File: config.mk
export PLATFORM = sky130hd
export DESIGN_NAME = f2p_conv_pipe
export DESIGN_NICKNAME = d
export VERILOG_FILES = /design/src/rtl/f2p_pkg.sv /design/src/rtl/posit_round_pack.sv /design/src/rtl/f2p_conv_pipe.sv
export SDC_FILE = /design/constraint.sdc
export NUM_CORES = 1
export LEC_CHECK = 0
export CORE_ASPECT_RATIO = 1.75
export CORE_MARGIN = 5
export CORE_UTILIZATION = 60
export CTS_CLUSTER_DIAMETER = 200
export DETAILED_ROUTE_END_ITERATION = 10
export GPL_TIMING_DRIVEN = 1
export MAX_ROUTING_LAYER = met4
export PLACE_DENSITY = 0.82
export SYNTH_ARGS = -nofsm -noshare
export SYNTH_HDL_FRONTEND = slang
export SYNTH_SLANG_ARGS = --single-unit
export TNS_END_PERCENT = 100
File: constraint.sdc
create_clock -name clk -period 9.45 [get_ports clk]
set_input_delay 0.945 -clock clk [delete_from_list [all_inputs] [get_ports clk]]
set_output_delay 0.945 -clock clk [all_outputs]
set_load 0.01 [all_outputs]
File: src/rtl/f2p_pkg.sv
// Shared types, constants and helpers for the float-to-posit converter.
// The leading-zero counter exists only when F2P_SUBNORM_EN is defined.
package f2p_pkg;

    localparam int unsigned XW = 13;   // signed unbiased exponent, covers FE up to 11
    localparam int unsigned FW = 52;   // fraction field, left-aligned

    localparam int unsigned FLAG_NAR     = 2;
    localparam int unsigned FLAG_SAT     = 1;
    localparam int unsigned FLAG_INEXACT = 0;

    typedef enum logic [1:0] {
        CLS_NORM  = 2'd0,
        CLS_ZERO  = 2'd1,
        CLS_NAR   = 2'd2,
        CLS_FLUSH = 2'd3
    } f2p_cls_e;

    typedef struct packed {
        logic                 sign;
        f2p_cls_e             cls;
        logic signed [XW-1:0] x;
        logic [FW-1:0]        f;
    } f2p_s1_t;

    function automatic int unsigned f2p_fs(input int unsigned fn, input int unsigned fe);
        return fn - fe - 1;
    endfunction

    function automatic int f2p_bias(input int unsigned fe);
        return (1 << (fe - 1)) - 1;
    endfunction

    function automatic logic [31:0] posit_nar(input int unsigned n);
        return 32'h1 << (n - 1);
    endfunction

    function automatic logic [31:0] posit_maxpos(input int unsigned n);
        return posit_nar(n) - 32'h1;
    endfunction

    function automatic logic [31:0] posit_minpos(input int unsigned n);
        return (n > 0) ? 32'h1 : 32'h0;
    endfunction

`ifdef F2P_SUBNORM_EN
    function automatic int f2p_lzc(input logic [FW-1:0] v);
        int   n;
        logic found;
        n     = 0;
        found = 1'b0;
        for (int i = int'(FW) - 1; i >= 0; i--) begin
            if (!found) begin
                if (v[i]) found = 1'b1;
                else      n = n + 1;
            end
        end
        return n;
    endfunction
`endif

endpackage

File: src/rtl/posit_round_pack.sv
// Final posit assembly: round-to-nearest-even, special/saturation select, sign negation.
module posit_round_pack
    import f2p_pkg::*;
#(
    parameter int unsigned N = 16
) (
    input  logic         sign,
    input  f2p_cls_e     cls,
    input  logic         sat_hi,
    input  logic         sat_lo,
    input  logic [N-2:0] body,
    input  logic         guard,
    input  logic         sticky,
    output logic [N-1:0] data_c,
    output logic [2:0]   flags_c
);
    localparam logic [N-1:0] NAR    = N'(posit_nar(N));
    localparam logic [N-1:0] MAXPOS = N'(posit_maxpos(N));
    localparam logic [N-1:0] MINPOS = N'(posit_minpos(N));

    logic [N-2:0] rnd;
    logic [N-1:0] mag;

    always_comb begin
        rnd     = body + (N-1)'(guard & (body[0] | sticky));
        mag     = {1'b0, rnd};
        data_c  = '0;
        flags_c = '0;
        case (cls)
            CLS_NAR: begin
                data_c            = NAR;
                flags_c[FLAG_NAR] = 1'b1;
            end
            CLS_FLUSH: flags_c[FLAG_INEXACT] = 1'b1;
            CLS_NORM: begin
                if (sat_hi || sat_lo) begin
                    mag                   = sat_hi ? MAXPOS : MINPOS;
                    flags_c[FLAG_SAT]     = 1'b1;
                    flags_c[FLAG_INEXACT] = 1'b1;
                end else begin
                    flags_c[FLAG_INEXACT] = guard | sticky;
                end
                data_c = sign ? -mag : mag;
            end
            default: ;
        endcase
    end

endmodule

File: src/rtl/f2p_conv_pipe.sv
// 3-stage stallable IEEE-754 float to posit converter with valid/ready handshaking.
// Define F2P_SUBNORM_EN to normalise subnormal inputs instead of flushing them to zero.
module f2p_conv_pipe
    import f2p_pkg::*;
#(
    parameter int unsigned N  = 16,
    parameter int unsigned ES = 1,
    parameter int unsigned FN = 32,
    parameter int unsigned FE = 8
) (
    input  logic          clk,
    input  logic          rst_n,
    input  logic          in_valid,
    output logic          in_ready,
    input  logic [FN-1:0] in_data,
    output logic          out_valid,
    input  logic          out_ready,
    output logic [N-1:0]  out_data,
    output logic [2:0]    out_flags
);
    localparam int unsigned FS      = f2p_fs(FN, FE);
    localparam int          BIAS    = f2p_bias(FE);
    localparam int unsigned TLW     = ES + FW;
    localparam int unsigned TW      = N - 1 + TLW;
    localparam int          SAT_LIM = int'((2 ** ES) * (N - 2));

    logic          en1, en2, en3;
    logic          v1, v2;
    f2p_s1_t       s1_d, s1_q;
    logic [FE-1:0] e_c;
    logic [FS-1:0] f_c;
    logic [FW-1:0] f52_c;

    logic          sign2, sat_hi2, sat_lo2, guard2, sticky2;
    f2p_cls_e      cls2;
    logic [N-2:0]  body2;
    logic          sat_hi_c, sat_lo_c, guard_c, sticky_c;
    logic [N-2:0]  body_c;
    logic [N-2:0]  rbits;
    logic [TLW-1:0] tail;
    logic [TW-1:0] full;
    int            x_s, k_i, rlen_i;
    logic [N-1:0]  data_c;
    logic [2:0]    flags_c;

    // Each stage loads when its successor is empty or draining
    assign en3      = !out_valid || out_ready;
    assign en2      = !v2 || en3;
    assign en1      = !v1 || en2;
    assign in_ready = en1;

    assign e_c   = in_data[FN-2 -: FE];
    assign f_c   = in_data[FS-1:0];
    assign f52_c = FW'({f_c, {FW{1'b0}}} >> FS);

`ifdef F2P_SUBNORM_EN
    int lz_c;
    assign lz_c = f2p_lzc(f52_c);
`endif

    // S1: classify and unbias the exponent
    always_comb begin
        s1_d      = '0;
        s1_d.sign = in_data[FN-1];
        s1_d.cls  = CLS_NORM;
        s1_d.x    = XW'(int'(e_c) - BIAS);
        s1_d.f    = f52_c;
        if (e_c == '1) begin
            s1_d.cls = CLS_NAR;
        end else if (e_c == '0) begin
            if (f_c == '0) begin
                s1_d.cls = CLS_ZERO;
            end else begin
`ifdef F2P_SUBNORM_EN
                s1_d.x = XW'(1 - BIAS - (lz_c + 1));
                s1_d.f = f52_c << (lz_c + 1);
`else
                s1_d.cls = CLS_FLUSH;
`endif
            end
        end
    end

    // S2: saturation detect, regime construction and body alignment
    always_comb begin
        x_s      = int'($signed(s1_q.x));
        sat_hi_c = (s1_q.cls == CLS_NORM) && (x_s >= SAT_LIM);
        sat_lo_c = (s1_q.cls == CLS_NORM) && (x_s <= -SAT_LIM);
        k_i      = (sat_hi_c || sat_lo_c) ? 0 : (x_s >>> ES);
        if (k_i >= 0) begin
            rbits  = ~({(N-1){1'b1}} >> (k_i + 1));
            rlen_i = k_i + 2;
        end else begin
            rbits  = {1'b1, {(N-2){1'b0}}} >> (-k_i);
            rlen_i = 1 - k_i;
        end
        tail     = TLW'({s1_q.x, s1_q.f});
        full     = {rbits, TLW'(0)} | (TW'(tail) << (N - 1 - rlen_i));
        body_c   = full[TW-1 -: N-1];
        guard_c  = full[TW-N];
        sticky_c = |full[TW-N-1:0];
    end

    always_ff @(posedge clk or negedge rst_n) begin
        if (!rst_n) begin
            v1   <= 1'b0;
            s1_q <= '0;
        end else if (en1) begin
            v1 <= in_valid;
            if (in_valid) s1_q <= s1_d;
        end
    end

    always_ff @(posedge clk or negedge rst_n) begin
        if (!rst_n) begin
            v2      <= 1'b0;
            sign2   <= 1'b0;
            cls2    <= CLS_ZERO;
            sat_hi2 <= 1'b0;
            sat_lo2 <= 1'b0;
            body2   <= '0;
            guard2  <= 1'b0;
            sticky2 <= 1'b0;
        end else if (en2) begin
            v2 <= v1;
            if (v1) begin
                sign2   <= s1_q.sign;
                cls2    <= s1_q.cls;
                sat_hi2 <= sat_hi_c;
                sat_lo2 <= sat_lo_c;
                body2   <= body_c;
                guard2  <= guard_c;
                sticky2 <= sticky_c;
            end
        end
    end

    posit_round_pack #(.N(N)) u_pack (
        .sign    (sign2),
        .cls     (cls2),
        .sat_hi  (sat_hi2),
        .sat_lo  (sat_lo2),
        .body    (body2),
        .guard   (guard2),
        .sticky  (sticky2),
        .data_c  (data_c),
        .flags_c (flags_c)
    );

    // S3: output register holds while the consumer stalls
    always_ff @(posedge clk or negedge rst_n) begin
        if (!rst_n) begin
            out_valid <= 1'b0;
            out_data  <= '0;
            out_flags <= '0;
        end else if (en3) begin
            out_valid <= v2;
            if (v2) begin
                out_data  <= data_c;
                out_flags <= flags_c;
            end
        end
    end

endmodule

# Word level (Yosys, flattened, before mapping)
# Cells that the tools add are included.
[op_classes] add_sub_neg=8 n_mul=0 div_mod_pow=0 magnitude_cmp=3 eq_ne=3 shifts=3 muxes=16 bitwise_logic=5 n_reduce_logical=18
[op_table] op="$or 68x68->68" count=1
[op_table] op="$shl 53x32->68" count=1
[op_table] op="$mux 32" count=2
[op_table] op="$shr 15x32->15 const A" count=2
[op_table] op="$reduce_or 52->1" count=1
[op_table] op="$mux 16" count=3
[op_table] op="$add 32x2->32 const B" count=1
[op_table] op="$add 32x3->32 const B" count=1
[op_table] op="$ge 32x1->1 const B" count=1
[op_table] op="$neg 32->32" count=1
[op_table] op="$pmux 16 s2" count=1
[op_table] op="$sub 2x32->32 const A" count=1
[op_table] op="$sub 4x32->32 const A" count=1
[op_table] op="$mux 15" count=2
[op_table] op="$logic_not 23->1" count=1
[op_table] op="$neg 16->16" count=1
[op_table] op="$add 15x15->15" count=1
[op_table] op="$and 1x15->15" count=1
[op_table] op="$not 15->15" count=1
[op_table] op="$ge 9x6->1 const B" count=1
[op_table] op="$le 9x6->1 const B" count=1
[op_table] op="$sub 8x7->9 const B" count=1
[op_table] op="$eq 8x8->1 const B" count=1
[op_table] op="$logic_not 8->1" count=1
[op_table] op="10 further kinds" count=27
[totals] ff_bits=79 latch_bits=0 ram_bits=0 romBits=0 input_bits=36 wordCells=72 memories=0

# Depth between registers and ports, before layout
[logic_depth] depth_word=10 ltp_mapped=21

# Hierarchy
# Synthesis repeated with hierarchy kept, for this count alone.
[hier_totals] cells_unflattened=968 hier_area_um2=7901.3
[by_module_without_submodules] module="f2p_conv_pipe" instances=1 cells_each=797 area_per_inst_um2=6771.5 seq_area_each_um2=1978.1
[by_module_without_submodules] module="posit_round_pack" instances=1 cells_each=171 area_per_inst_um2=1129.8 seq_area_each_um2=0.0

# Least setup slack after synthesis
# OpenSTA, ideal clock, no wires.
[synth_timing] path_kind="register -> register" from="register s1_q[55] in the netlist's numbering" to="register body2[7]" setup_ps=110 t_arrival_ps=4039 slack_ps=5300 path_stages_with_launch=17 n_path_buf=5 period_less_slack_ps=4150 cell_sequence="dfrtp_1 -> buf_2 -> nor2_2 -> a21oi_4 -> o21ai_2 -> clkbuf_1 -> clkbuf_1 -> clkbuf_1 -> nand2_1 -> ha_1 -> nor4b_1 -> nand4_1 -> o41ai_1 -> nor3b_4 -> buf_4 -> nand2_1 -> o41ai_1"
[synth_via] elab_chain_cells=9 word_cells_on_any_way=19
[synth_rtl] item="from (decl)" line="f2p_conv_pipe.sv:29" text="f2p_s1_t s1_d, s1_q;"
[synth_rtl] item="from (signal assigned)" line="f2p_conv_pipe.sv:107" text="s1_q <= '0;"
[synth_rtl] item="from (signal assigned)" line="f2p_conv_pipe.sv:110" text="if (in_valid) s1_q <= s1_d;"
[synth_rtl] item="$ge 9x6->1 or $le 9x6->1 (tied branches)" line="f2p_conv_pipe.sv:87, f2p_conv_pipe.sv:88"
[synth_rtl] item="$logic_and 1x1->1, on equally long branches" line="f2p_conv_pipe.sv:87, f2p_conv_pipe.sv:88"
[synth_rtl] item="$logic_or 1x1->1" line="f2p_conv_pipe.sv:89" text="k_i = (sat_hi_c || sat_lo_c) ? 0 : (x_s >>> ES);"
[synth_rtl] item="$mux 32 (*)" line="f2p_conv_pipe.sv:89"
[synth_rtl] item="$sub 2x32->32, or another cell as far along" line="f2p_conv_pipe.sv:95" text="rlen_i = 1 - k_i;"
[synth_rtl] item="$mux 32 or $shr 15x32->15 (tied branches)" line="f2p_conv_pipe.sv:90, f2p_conv_pipe.sv:91"
[synth_rtl] item="$sub 4x32->32 or $not 15->15 (tied branches)" line="f2p_conv_pipe.sv:98, f2p_conv_pipe.sv:91"
[synth_rtl] item="$shl 53x32->68 or $mux 15 (tied branches)" line="f2p_conv_pipe.sv:98, f2p_conv_pipe.sv:90"
[synth_rtl] item="$or 68x68->68 (*)" line="f2p_conv_pipe.sv:98" text="full = {rbits, TLW'(0)} | (TW'(tail) << (N - 1 - rlen_i));"
[synth_rtl] item="to (signal assigned)" line="f2p_conv_pipe.sv:131" text="body2 <= body_c;"
[synth_rtl] item="to (decl)" line="f2p_conv_pipe.sv:36" text="logic [N-2:0] body2;"
# Mark *: on every way between the ends. The rest lies on a longest branch, timed or not.
# A chain may end at the register's enable or synchronous reset.

# Worst setup path in the final report
[layout_timing] from="register s1_q[60] (netlist name)" to="register body2[14]"
[layout_via] elab_chain_cells=9 word_cells_on_any_way=19
[layout_rtl] item="$ge 9x6->1 or $le 9x6->1 (tied branches)" line="f2p_conv_pipe.sv:87, f2p_conv_pipe.sv:88"
[layout_rtl] item="$logic_and 1x1->1, on equally long branches" line="f2p_conv_pipe.sv:87, f2p_conv_pipe.sv:88"
[layout_rtl] item="$logic_or 1x1->1" line="f2p_conv_pipe.sv:89"
[layout_rtl] item="$mux 32 (*)" line="f2p_conv_pipe.sv:89"
[layout_rtl] item="$sub 2x32->32, or another cell as far along" line="f2p_conv_pipe.sv:95"
[layout_rtl] item="$mux 32 or $shr 15x32->15 (tied branches)" line="f2p_conv_pipe.sv:90, f2p_conv_pipe.sv:91"
[layout_rtl] item="$sub 4x32->32 or $not 15->15 (tied branches)" line="f2p_conv_pipe.sv:98, f2p_conv_pipe.sv:91"
[layout_rtl] item="$shl 53x32->68 or $mux 15 (tied branches)" line="f2p_conv_pipe.sv:98, f2p_conv_pipe.sv:90"
[layout_rtl] item="$or 68x68->68 (*)" line="f2p_conv_pipe.sv:98"
# Marks and branches as above.

==> flow_summary.json <==
{
  "status": "finished, final reports clean",
  "drive_gt1_share_pct": 9.17,
  "p_leak_uw": 0.00324,
  "worstSetupStartpointType": "flip-flop",
  "fp.dieH_um": 155,
  "post_cts_buffers": 0,
  "grt.overflow.total": 0,
  "cts_hold_buf": 0,
  "htree_levels": 3,
  "use_met2_pct": 50.1,
  "synth_nets": 990,
  "grt_pass1_wl_um": 32400,
  "rrSetupSlack_ps": 4080,
  "setup_violations": 0,
  "syn_avg_cell_area_um2": 7.89,
  "insertion_delay_ps": 350,
  "fin_tns_setup_ps": 0,
  "yosys.area_share.simple_pct": 24.1,
  "start_util_pct": 60.7,
  "slew_headroom_pct": 35.2,
  "fill_cells": 1033,
  "nNetsFinal": 1011,
  "synth-async-reset-ratio_pct": 100,
  "grt_util_met3_pct": 2.66,
  "dr.pass1.iters": 5,
  "synth.distinct_cells": 82,
  "synth_ff_type": "dfrtp_1",
  "slowest_stage": "dfrtp_1",
  "min_path_type": "reg -> reg",
  "wl_per_cell_um": 18.5,
  "crit_arrival_ps": 5590,
  "endpoint_kind": "flip-flop",
  "core_area_um2": 11900,
  "io_buffers": 56,
  "finClkSkew_ps": 9.68,
  "ant_nets": 0,
  "grt_max_degree": 80,
  "yosys.area.top_type": "dfrtp_1",
  "diodes": 0,
  "p_per_area_nw_per_um2": 226,
  "row_count": 53,
  "io_pins": 57,
  "met1_usage_pct": 30.1,
  "synth.top_cell.area_share_pct": 27.1,
  "critPathRequiredTime_ps": 9660,
  "antenna_found_initial": 0,
  "die_area_um2": 14400,
  "syn2layout_area_growth_pct": 12.4,
  "yosysSeqAreaShare_pct": 27.5,
  "synth_compound_area_share_pct": 25.0,
  "cts_root_buf": "clkbuf_16",
  "path_clk_slew_ps": 70,
  "top_usage_layer": "met2",
  "maxCapViolations": 0,
  "synth_edf_count": 0,
  "crit_path_max_incr_delay_ps": 880,
  "vias": 7104,
  "vias_per_cell": 6.61,
  "synth_mux_area_share_pct": 5.93,
  "die_x_um": 92.8,
  "cts_made_buffers": 9,
  "fin_worst_hold_slack_ps": 474,
  "cts_tree": "done",
  "rsz0062_at_grt": "false",
  "synth_top_cells_by_area": "dfrtp_1, ha_1, nand2_1, o21ai_0, mux2_2",
  "synth.cell_area_um2": 7200,
  "fmax_mhz": 186,
  "synth-xor-area-share_pct": 5.47,
  "worst-setup-path-type": "reg -> reg",
  "peakVddDrop_mv": 0.147,
  "critPathMostFrequentCell": "ha_1",
  "cts-resized-gates": 0,
  "netlist_instances": 912,
  "drt-total-wl_um": 19900,
  "dp_hpwl_um": 15200,
  "initialDrtViolationCount": 471,
  "yosys.area_share.adder_pct": 7.30,
  "worstMarginPinSlew_ps": 971,
  "synth_seq_cells": 79,
  "clk_path_buf_depth": 2,
  "cp_max_fo": 18,
  "period_share_pct": 56.9,
  "drc": 0,
  "track_usage_pct": 28.7,
  "slew_violations": 0,
  "gp_congestion": 1.03,
  "cp_cell_sequence": "inv_2 > a211oi_2 > o21ai_1 > inv_1 > ha_1 > nand3_1 > nor2_1 > o211ai_1 > ha_1 > nor4b_1 > nand2_1 > nor3_1 > o21ai_0 > nor4_1 > o22a_1 > a31oi_1",
  "synth_top_family_by_area": "compound AO/OA/AOI/OAI gates",
  "period_needed_ps": 5370,
  "grt_pass1_vias": 6707,
  "yosysWarnings": 0,
  "hold_violations": 0,
  "cts_sinks": 79
}
-- worst max-delay path: cells and delay by family, from the launching register on --
kind / cells / cell delay, ps
AOI/OAI and AO/OA: 6 / 1770
adders and majority gates: 2 / 580
buffers and inverters: 2 / 580
DFF: 1 / 880
and+or+nand+nor: 6 / 1420
-- power breakdown --
group	internal (uW)	leakage [uW]	total, uW	switching, uW
logic	391	0.00215	899	508
clock network	211	0.000151	370	159
registers	432	0.000935	560	128
total	1030	0.00324	1830	796
-- per-layer routing --
metal,part of all wire (%),wire length (um)
met1,37,7430
met2,51,10200
met3,4.8,958
met4,6.4,1270
met5,0,0
-- stage by stage --
stage                     std cells  area, um^2  power [uW]  worst slack [ps]  utilization (%)
after floorplan                 912        7200        1170              5300                -
after global placement         1059        7780        1430              4240             65.5
after detailed placement       1059        7780        1450              4200             65.5
after CTS                      1075        8090        1820              4170             68.2
after global routing           1075        8090        1950              3590             68.2
final                          1075        8090        1830              4080             68.2
-- final timing paths --
kind                            cells after the start    startpoint      endpoint
max in group asynchronous                           1         rst_n     body2[12]
worst max register to register                     16      s1_q[60]     body2[14]
worst max-delay path                               16      s1_q[60]     body2[14]
worst min-delay path                                2  out_data[14]  out_data[14]
worst min register to register                      2  out_data[14]  out_data[14]
min in group asynchronous                           1         rst_n       sat_hi2
-- logic make-up (layout without fill, tap and decap cells) --
group,Yosys count,in the layout
and+or+nand+nor,358,358
AOI/OAI and AO/OA,266,266
buffers and inverters,83,109
DFF,79,79
xor gates and xnor gates,45,45
adders and majority gates,42,42
muxes,39,39
-- registers in the layout (all words and copies together) (netlist names) --
signal and count:
s1_q 35, out_data 16, body2 15, out_flags 3
cls2 2, guard2 1, out_valid 1, sat_hi2 1
sat_lo2 1, sign2 1, sticky2 1, v1 1
v2 1
-- synthesized netlist by cell type (4+ instances only) --
master and number:
o32ai_1 4, a21oi_1 35, buf_1 4, inv_1 24, mux2i_1 10, nand2_1 134, o21ai_2 4, nand3_1 31
nor2_1 65, or3_1 6, a31oi_1 38, nand3b_1 4, ha_1 42, dfrtp_1 78, xnor2_1 27, nor3_1 34
nor4_1 14, o21ai_0 69, o41ai_1 6, o21a_1 6, clkbuf_1 32, xor2_1 18, buf_2 18, o211ai_1 19
o22ai_1 18, mux2_2 29, nand2b_1 9, and2_1 6, nor4b_1 4, o21ai_1 6, o221ai_1 7, and3_1 6
nand4_1 16, o22a_1 6, o31ai_1 10
-- placed cells by master, fill, tap and decap left out, types with 17 or more instances in the layout --
cell type	count
xnor2_1	26
nand2_1	134
nor3_1	34
dfrtp_1	78
a31oi_1	38
inv_1	24
o211ai_1	19
ha_1	42
mux2_2	29
a21oi_1	35
nand3_1	31
clkdlybuf4s50_1	55
nor2_1	65
o22ai_1	18
xor2_1	17
o21ai_0	69
-- layout make-up --
cell class	count	area (um^2)	share of cell area, %
multi-input cells	750	4890	60.5
clock buffers	9	225	2.78
well taps	137	171	2.12
inverters	26	97.6	1.21
repair buffers	67	641	7.92
clock inverters	7	86.3	1.07
flip-flops and latches	79	1980	24.5
Power figures use the tool's default switching activity.
